## config.mk

```make
export PLATFORM = sky130hd
export DESIGN_NAME = morse_sym_tx
export DESIGN_NICKNAME = d
export VERILOG_FILES = /design/src/rtl/morse_pkg.sv /design/src/rtl/sos_beacon_seq.sv /design/src/rtl/morse_sym_tx.sv
export SDC_FILE = /design/constraint.sdc
export NUM_CORES = 1
export LEC_CHECK = 0
export CORE_AREA = 2 2 39 41
export DETAILED_ROUTE_END_ITERATION = 8
export DIE_AREA = 0 0 41 43
export PLACE_DENSITY = 0.76
export SYNTH_ARGS = -nofsm -noshare
export SYNTH_HDL_FRONTEND = slang
export SYNTH_SLANG_ARGS = --single-unit
```

## constraint.sdc

```tcl
create_clock -name clk -period 2.91 [get_ports clk]
set_input_delay 0.582 -clock clk [delete_from_list [all_inputs] [get_ports clk]]
set_output_delay 0.582 -clock clk [all_outputs]
set_load 0.05 [all_outputs]
```

## src/rtl/morse_pkg.sv

```systemverilog
// Shared symbol codes, FSM state type and per-symbol unit counts for the Morse transmitter.
package morse_pkg;

  localparam logic [1:0] SYM_DOT  = 2'b00;
  localparam logic [1:0] SYM_DASH = 2'b01;
  localparam logic [1:0] SYM_LGAP = 2'b10;
  localparam logic [1:0] SYM_WGAP = 2'b11;

  typedef enum logic [1:0] {
    ST_IDLE  = 2'd0,
    ST_MARK  = 2'd1,
    ST_SPACE = 2'd2
  } morse_tx_state_t;

  localparam logic [2:0] DOT_MARK   = 3'd1;
  localparam logic [2:0] DOT_SPACE  = 3'd1;
  localparam logic [2:0] DASH_MARK  = 3'd3;
  localparam logic [2:0] DASH_SPACE = 3'd1;
  localparam logic [2:0] LGAP_MARK  = 3'd0;
  localparam logic [2:0] LGAP_SPACE = 3'd2;
  localparam logic [2:0] WGAP_MARK  = 3'd0;
  localparam logic [2:0] WGAP_SPACE = 3'd6;

  function automatic logic [2:0] mark_units(input logic [1:0] s);
    case (s)
      SYM_DOT:  mark_units = DOT_MARK;
      SYM_DASH: mark_units = DASH_MARK;
      SYM_LGAP: mark_units = LGAP_MARK;
      default:  mark_units = WGAP_MARK;
    endcase
  endfunction

  function automatic logic [2:0] space_units(input logic [1:0] s);
    case (s)
      SYM_DOT:  space_units = DOT_SPACE;
      SYM_DASH: space_units = DASH_SPACE;
      SYM_LGAP: space_units = LGAP_SPACE;
      default:  space_units = WGAP_SPACE;
    endcase
  endfunction

endpackage

```

## src/rtl/sos_beacon_seq.sv

```systemverilog
// SOS beacon sequencer: walks a 12-symbol ROM and offers each symbol to the transmitter core.
module sos_beacon_seq
  import morse_pkg::*;
(
  input  logic       clk,
  input  logic       rst,
  input  logic       beacon_en,
  input  logic       core_ready,
  output logic       bcn_valid,
  output logic [1:0] bcn_sym
);

  logic [3:0] idx;

  always_comb begin
    bcn_sym = SYM_DOT;
    case (idx)
      4'd3, 4'd7:        bcn_sym = SYM_LGAP;
      4'd4, 4'd5, 4'd6:  bcn_sym = SYM_DASH;
      4'd11:             bcn_sym = SYM_WGAP;
      default:           bcn_sym = SYM_DOT;
    endcase
  end

  assign bcn_valid = beacon_en;

  // The core keeps running whatever it already captured, so clearing here
  // on deassert still lets the in-flight symbol finish.
  always_ff @(posedge clk) begin
    if (rst || !beacon_en) idx <= '0;
    else if (core_ready)   idx <= (idx == 4'd11) ? 4'd0 : idx + 4'd1;
  end

endmodule

```

## src/rtl/morse_sym_tx.sv

```systemverilog
// On/off keyed Morse symbol transmitter with valid/ready symbol input.
// Optional SOS beacon sequencer enabled by defining MORSE_SOS_BEACON_EN.
module morse_sym_tx
  import morse_pkg::*;
#(
  parameter int UNIT_CYCLES = 1
) (
  input  logic       clk,
  input  logic       rst,
  input  logic       sym_valid,
  input  logic [1:0] sym,
  output logic       sym_ready,
  output logic       out,
  output logic       busy
`ifdef MORSE_SOS_BEACON_EN
  ,
  input  logic       beacon_en
`endif
);

  localparam int CW = (UNIT_CYCLES > 1) ? $clog2(UNIT_CYCLES) : 1;

  morse_tx_state_t state;
  logic [CW-1:0]   cyc;
  logic [2:0]      units;
  logic [2:0]      space_q;
  logic            core_valid;
  logic [1:0]      core_sym;
  logic            core_ready;
  logic            unit_end;
  logic            last_unit;
  logic            accept;

`ifdef MORSE_SOS_BEACON_EN
  logic       bcn_valid;
  logic [1:0] bcn_sym;

  sos_beacon_seq u_seq (
    .clk        (clk),
    .rst        (rst),
    .beacon_en  (beacon_en),
    .core_ready (core_ready),
    .bcn_valid  (bcn_valid),
    .bcn_sym    (bcn_sym)
  );

  assign core_valid = beacon_en ? bcn_valid : sym_valid;
  assign core_sym   = beacon_en ? bcn_sym   : sym;
  assign sym_ready  = core_ready && !beacon_en;
`else
  assign core_valid = sym_valid;
  assign core_sym   = sym;
  assign sym_ready  = core_ready;
`endif

  assign unit_end   = (cyc == CW'(UNIT_CYCLES - 1));
  assign last_unit  = unit_end && (units == 3'd1);
  assign core_ready = (state == ST_IDLE) || ((state == ST_SPACE) && last_unit);
  assign accept     = core_valid && core_ready;
  assign busy       = (state != ST_IDLE);

  // Accept is only possible in IDLE or the last SPACE cycle, so it takes priority.
  always_ff @(posedge clk) begin
    if (rst) begin
      state   <= ST_IDLE;
      out     <= 1'b0;
      cyc     <= '0;
      units   <= '0;
      space_q <= '0;
    end else if (accept) begin
      cyc     <= '0;
      space_q <= space_units(core_sym);
      if (mark_units(core_sym) != 3'd0) begin
        state <= ST_MARK;
        units <= mark_units(core_sym);
        out   <= 1'b1;
      end else begin
        state <= ST_SPACE;
        units <= space_units(core_sym);
        out   <= 1'b0;
      end
    end else begin
      case (state)
        ST_MARK: begin
          if (!unit_end) cyc <= cyc + 1'b1;
          else begin
            cyc <= '0;
            if (units == 3'd1) begin
              state <= ST_SPACE;
              units <= space_q;
              out   <= 1'b0;
            end else begin
              units <= units - 3'd1;
            end
          end
        end
        ST_SPACE: begin
          if (!unit_end) cyc <= cyc + 1'b1;
          else begin
            cyc <= '0;
            if (units == 3'd1) begin
              state <= ST_IDLE;
              units <= '0;
            end else begin
              units <= units - 3'd1;
            end
          end
        end
        default: begin
          out   <= 1'b0;
          cyc   <= '0;
          units <= '0;
        end
      endcase
    end
  end

endmodule

```

======== Word-level counts from Yosys, hierarchy flattened ========
Cells that the tools add are included.
W data, S select, Z words.
storage, ports and cells
  register bits ........................... 10
  latch bits .............................. 0
  bits in writable memories ............... 0
  memory bits (read-only) ................. 0
  input bits .............................. 5
  output and inout bits ................... 3
  logic and storage cells ................. 57
  memories ................................ 0
operators by class
  add/subtract/negate cells ............... 2
  multiply operators ...................... 0
  divide/modulo/power cells ............... 0
  magnitude comparators ................... 0
  equality and inequality tests ........... 10
  shift operators ......................... 0
  mux-type cells .......................... 23
  bitwise gates (word level) .............. 2
  reduce and logical (&&, ||, !) cells .... 15
operator list
  kind                   count
  $mux W3                8
  $mux W2                6
  $ne A3 B3 Y1 const B   4
  $pmux W3 S2            2
  $pmux W2 S2            2
  $reduce_bool A3 Y1     2
  $reduce_and A5 Y1      1
  $eq A2 B1 Y1 const B   2
  $eq A2 B2 Y1 const B   2
  $logic_not A2 Y1       2
  $mux W1                4
  $reduce_or A2 Y1       2
  $reduce_or A4 Y1       1
  $eq A3 B1 Y1 const B   1
  $logic_and A1 B1 Y1    3
  $reduce_and A3 Y1      1
  $sub A3 B1 Y3 const B  1
  $ne A2 B2 Y1 const B   1
  $not A1 Y1             2
  $pmux W1 S2            1
  $reduce_and A2 Y1      1
  $reduce_bool A2 Y1     1
  $add A1 B1 Y1 const B  1
  $logic_or A1 B1 Y1     1

======== Depth between registers and ports, before layout ========
Gate-level depths: netlist (run 1).
  depth after elaboration ................. 10
  gate-level depth with buffers ........... 7
  depth with buffers taken out ............ 6

======== Least setup slack after synthesis (run 1) ========
OpenSTA, ideal clock, no wires.
  kind .................................... register to output
  start point ............................. reg state[0]
  end point ............................... out sym_ready
  arrival time ............................ 1204 ps
  data required time ...................... 2328 ps
  setup slack ............................. 1124 ps
  stages on the path, launching flop included .. 5
  buffers on the path ..................... 0
  path through ............................ dfxtp_1 > inv_1 > ha_1 > and4bb_4 > or2_2
between the ends
  word-level cells in the longest chain between the ends .. 3
RTL lines
  what                    RTL line            source
  start, declared         morse_sym_tx.sv:23  morse_tx_state_t state;
  start signal, assigned  morse_sym_tx.sv:65  state <= ST_IDLE;
  start signal, assigned  morse_sym_tx.sv:74  state <= ST_MARK;
  start signal, assigned  morse_sym_tx.sv:78  state <= ST_SPACE;
  $eq A2 B2 Y1            morse_sym_tx.sv:58  assign core_ready = (state == ST_IDLE) || ((state == ST_SPACE) && last_unit);
  $logic_and A1 B1 Y1     morse_sym_tx.sv:58
  $logic_or A1 B1 Y1 *    morse_sym_tx.sv:58
  end, declared           morse_sym_tx.sv:12  output logic sym_ready,
Every way passes the cells marked *; elsewhere a longest branch is shown, timed or not.

======== Final worst setup path (run 1) ========
Same ends and word-level chain as after synthesis.

==> qor.txt, run 1 <==
status: complete, no violations
GRT Util Overall: 19.0%
IR drop worst, VDD: 232 uV
WL final: 1360 um
CTS Buf Count: 3
initial core utilization: 43.9%
share of layout cells above drive strength 1: 15.4%
syn_nets: 79
Placement Setup Slack: 513 ps
Final #Nets: 89
area grow syn2layout: 18.9%
Sinks on Clock Net: 10
via count: 530
CP endpoint: sym_ready
Vias/cell: 5.64
clk slew on worst S/H paths: 70 ps
Final Critical Period: 2700 ps
Post-CTS Setup Repair Bufs: 0
Avg Inst Size Synth: 8.81 um^2
count of cell types in the netlist: 32
# diodes: 0
CP startpoint kind: register
number of global-route vias before repair: 482
I/O Buffers: 7
Worst Hold Class: register to register
first-pass GRT wire length: 2170 um
root buf cell: clkbuf_4
CTS tree: done
P_leak: 0.285 nW
die height: 43 um
share of the synthesized area in the top cell type: 32.9%
DRT iter0 DRCs: 24
Worst Hold Depth: 2
FMAX: 370 MHz
max-slew violations: 0
Netlist Area Pre-Place: 608 um^2
DR WL/cell: 14.4 um
CTS max path bufs: 2
power density over cell area: 535 nW/um^2
Final ANT Viol Nets: 0
CP endpoint kind: output pin
sequential-to-total area share from yosys stat: 32.9%
pin count of the biggest net entering global routing: 12
RSZ-0062 raised after global routing: false
Async SR Flop Fraction: 0%
reg2reg start: state[1]$_SDFFE_PP0P_
Worst EP required: 2330 ps
Final WS setup: 209 ps
cts hold-fix bufs: 0
dpl hpwl: 952 um
post-route cell area: 723 um^2
H-tree Lvls: 1
routability cong.: 0.826
Setup CP Type: register to output pin
die extent in x: 41 um
Worst Setup SP: state[0]$_SDFFE_PP0P_
first drt pass iteration count: 4
Fillers: 131
Fin Setup TNS: 0 ps
final worst path period share: 92.8%
Post-DP Area: 687 um^2
worst r2r path cells: 5
Die Footprint: 1760 um^2
Main synth FF type: dfxtp_1
Rows: 14
top post-synthesis cells by area: dfxtp_1 33%, ha_1 10%, a21oi_1 4.1%, nand4_1 4.1%, nand3_1 3.3%
#FFs+latches synth: 10
core area: 1380 um^2
Hold WS: 465 ps
flop2flop setup slack: 1280 ps
Ys Warns: 0
Arr. time, crit path: 2120 ps
DRC viols: 0
Setup Skew: 1.13 ps
cells after synthesis: 69
Worst-Skew Late Latency: 270 ps
total of max-cap violations: 0
worst-path fanout max: 5
setup violators final: 0
grt ovf: 0
RR Endpoint: units[1]$_SDFFE_PP0P_
final hold viol count: 0
largest area contributor in the netlist: dfxtp_1
EDFF count, synth: 0
CTS resizes: 0
antenna violations before repair: 0
I/O Pins: 8
## cell type report
class	instances	area (um^2)	area share, %
multi-input cells	52	378	52.2
inverters	5	18.8	2.60
repair buffers	7	70.1	9.69
well taps	16	20.0	2.77
flip-flops and latches	10	200	27.7
clock buffers	4	36.3	5.02
## worst min-delay path by stage
stage                       startpoint                       to  slack, ps
2_1_floorplan  space_q[2]$_SDFFE_PP0P_  space_q[2]$_SDFFE_PP0P_        430
3_3_place_gp   space_q[1]$_SDFFE_PP0P_  space_q[1]$_SDFFE_PP0P_        450
3_5_place_dp   space_q[1]$_SDFFE_PP0P_  space_q[1]$_SDFFE_PP0P_        450
4_1_cts        space_q[1]$_SDFFE_PP0P_  space_q[1]$_SDFFE_PP0P_        460
5_1_grt        space_q[1]$_SDFFE_PP0P_  space_q[1]$_SDFFE_PP0P_        490
6_report       space_q[1]$_SDFFE_PP0P_  space_q[1]$_SDFFE_PP0P_        470
## cell families after synthesis
kind of cell    synth area share, %
compound gates                 24.5
fa+ha+maj                      10.3
buf+inv                        4.94
flops                          32.9
other cells                   0.617
simple gates                   26.7
## synth_stat cells (all sizes together) (3+ instances only)
cell	number
dfxtp	10
or2	3
ha	5
and3	3
a21oi	6
nand3	4
inv	5
nor2	3
nand2	4
nand4	4
## metrics by stage
step,instances,power (mW),util [%]
floorplan,69,0.234,-
global placement,90,0.261,49.6
detailed placement,90,0.262,49.6
CTS,94,0.387,52.3
global route,94,0.409,52.3
finish,94,0.387,52.3
## flip-flops by register name, indices dropped and copies added (netlist names)
name     cells
space_q      3
out          1
units        3
cyc          1
state        2
## routing by layer
layer / up-vias / track usage, % / share of wire, %
met1: 237 / 26.9 / 47
met3: 4 / 4.71 / 5.4
met5: - / 0 / 0
met2: 20 / 24.7 / 45
met4: 0 / 12.0 / 2.1
li1: 269 / - / -
## cell usage in the layout, fill, tap and decap left out, drive strengths merged, types with 2 or more instances in the layout
master,synthesis,final
a21oi,6,6
o211ai,2,2
nand2,4,4
nand2b,2,2
nand4,4,4
clkbuf,2,4
and3,3,3
nand3,4,4
clkdlybuf4s50,0,7
inv,5,5
or2,3,3
nor2b,2,2
dfxtp,10,10
nor2,3,3
o21ai,2,2
ha,5,5
## worst max-delay path, cell delays in order, from the launching register on
cell	delay (ps)
dfxtp_1	340
inv_1	80
ha_1	230
and4bb_4	240
or2_2	270
clkdlybuf4s50_1	700
## report_power, final
group,switching [mW],internal [mW]
Combinational,0.0640,0.0430
Clock,0.0496,0.0760
Sequential,0.00696,0.147
Note: power is estimated with default switching activity, not from simulation.
==> run 2, diff against run 1 <==
Settings changed: PLACE_DENSITY 0.76 to 0.66.
==> qor.txt, run 2 (same netlist as run 1, synthesis figures left out) <==
DR WL/cell: 13.9 um (was 14.4 um)
Placement Setup Slack: 519 ps (was 513 ps)
most frequent cells in the layout: 10 x dfxtp_1, 7 x clkdlybuf4s50_1, 5 x inv_1, 5 x a21oi_1, 5 x ha_1 (unchanged)
routability cong.: 0.826 (about the same)
power density over cell area: 505 nW/um^2 (was 535 nW/um^2)
I/O Pins: 8 (unchanged)
Layout Cells excl Fill: 93 (was 94)
worst-path fanout max: 5 (unchanged)
root buf cell: clkbuf_4 (unchanged)
RR Endpoint: units[1]$_SDFFE_PP0P_ (unchanged)
clk slew on worst S/H paths: 70 ps (about the same)
CTS max path bufs: 2 (unchanged)
Final ANT Viol Nets: 0 (unchanged)
die height: 43 um (unchanged)
setup violators final: 0 (unchanged)
Post-DP Area: 687 um^2 (unchanged)
Total Power: 358 uW (was 387 uW)
P_leak: 0.278 nW (was 0.285 nW)
worst r2r path cells: 5 (unchanged)
I/O Buffers: 7 (unchanged)
Final WS setup: 226 ps (was 209 ps)
CTS tree: done (unchanged)
Setup CP Type: register to output pin (unchanged)
# diodes: 0 (unchanged)
initial core utilization: 43.9% (unchanged)
Worst-Skew Late Latency: 270 ps (about the same)
Worst EP required: 2330 ps (about the same)
area grow syn2layout: 16.7% (was 18.9%)
Post-CTS Setup Repair Bufs: 0 (unchanged)
flop2flop setup slack: 1200 ps (was 1280 ps)
share of layout cells above drive strength 1: 14.3% (was 15.4%)
Final #Nets: 89 (unchanged)
dpl hpwl: 960 um (was 952 um)
Worst Hold Class: register to register (unchanged)
WL final: 1290 um (was 1360 um)
number of global-route vias before repair: 512 (was 482)
commonest non-fill, non-tap cell in the layout: dfxtp_1 (unchanged)
Rows: 14 (unchanged)
die extent in x: 41 um (unchanged)
FMAX: 373 MHz (was 370 MHz)
status: complete, no violations (unchanged)
Vias/cell: 5.73 (was 5.64)
final worst path period share: 92.2% (was 92.8%)
Die Footprint: 1760 um^2 (unchanged)
total of max-cap violations: 0 (unchanged)
Cells after DPL: 90 (unchanged)
largest registers: space_q (3), units (3), state (2) (unchanged)
Arr. time, crit path: 2100 ps (was 2120 ps)
max-slew violations: 0 (unchanged)
first drt pass iteration count: 4 (unchanged)
Final Critical Period: 2680 ps (was 2700 ps)
Hold WS: 462 ps (was 465 ps)
pin count of the biggest net entering global routing: 12 (unchanged)
Fin Setup TNS: 0 ps (unchanged)
post-route cell area: 709 um^2 (was 723 um^2)
cts hold-fix bufs: 0 (unchanged)
IR drop worst, VDD: 263 uV (was 232 uV)
via count: 533 (was 530)
Sinks on Clock Net: 10 (unchanged)
H-tree Lvls: 1 (unchanged)
CTS Buf Count: 3 (unchanged)
Hold EP: space_q[1]$_SDFFE_PP0P_ (unchanged)
DRT iter0 DRCs: 25 (was 24)
core area: 1380 um^2 (unchanged)
final hold viol count: 0 (unchanged)
GRT Util Overall: 18.3% (was 19.0%)
hold wc startpoint: space_q[1]$_SDFFE_PP0P_ (unchanged)
grt ovf: 0 (unchanged)
first-pass GRT wire length: 2190 um (was 2170 um)
RSZ-0062 raised after global routing: false (unchanged)
CTS resizes: 0 (unchanged)
CP startpoint kind: register (unchanged)
Worst Hold Depth: 2 (unchanged)
CP endpoint kind: output pin (unchanged)
Util after Layout: 51.3% (was 52.3%)
reg2reg start: state[1]$_SDFFE_PP0P_ (unchanged)
DRC viols: 0 (unchanged)
antenna violations before repair: 0 (unchanged)
Setup Skew: 2.53 ps (was 1.13 ps)
-- run 2: cell types whose count changed in the layout (fill, tap and decap cells not counted), sizes merged --
cell	delta
clkbuf	-1
-- run 2: layout make-up --
cell class                      instances  area [um^2]
Tap cell                               16         20.0
Timing Repair Buffer                    7         70.1
Fill cell                             125          674
Multi-Input combinational cell         52          378
Clock buffer                            3         22.5
Inverter                                5         18.8
Sequential cell                        10          200
-- run 2: how the worst max path moves through the flow --
| stage | start | to | slack [ps] | depth (start not counted) |
|---|---|---|---|---|
| floorplan | state[0]$_SDFFE_PP0P_ | sym_ready | 1120 | 4 |
| finish | state[0]$_SDFFE_PP0P_ | sym_ready | 230 | 5 |
| CTS | state[0]$_SDFFE_PP0P_ | sym_ready | 230 | 5 |
| detailed placement | state[0]$_SDFFE_PP0P_ | sym_ready | 520 | 5 |
| global placement | state[0]$_SDFFE_PP0P_ | sym_ready | 520 | 5 |
| global route | state[0]$_SDFFE_PP0P_ | sym_ready | 150 | 5 |
-- run 2: where the power goes --
part           leakage [nW]  switching [mW]  internal [mW]
registers            0.0824         0.00644          0.147
clock network        0.0138          0.0484         0.0479
logic                 0.182          0.0645         0.0434
total                 0.278           0.119          0.239
-- run 2: worst max-delay path: stages, from the launching register on --
cell	delay, ps
dfxtp_1	330
inv_1	70
ha_1	230
and4bb_4	240
or2_2	270
clkdlybuf4s50_1	700
-- run 2: per-layer routing --
layer | share of wire (%) | global-route usage [%] | up-vias
met5 | 0 | 0 | -
met4 | 1.5 | 10.0 | 0
met3 | 6.0 | 3.14 | 4
met2 | 50 | 25.9 | 26
met1 | 42 | 25.5 | 237
li1 | - | - | 266
==> run 3, diff against run 2 <==
Settings changed: ABC_CLOCK_PERIOD_IN_PS set to 2910, CTS_CLUSTER_DIAMETER set to 100.
==> results of run 3 <==
Same layout as run 2: the final DEF is identical, and so are final timing and power.
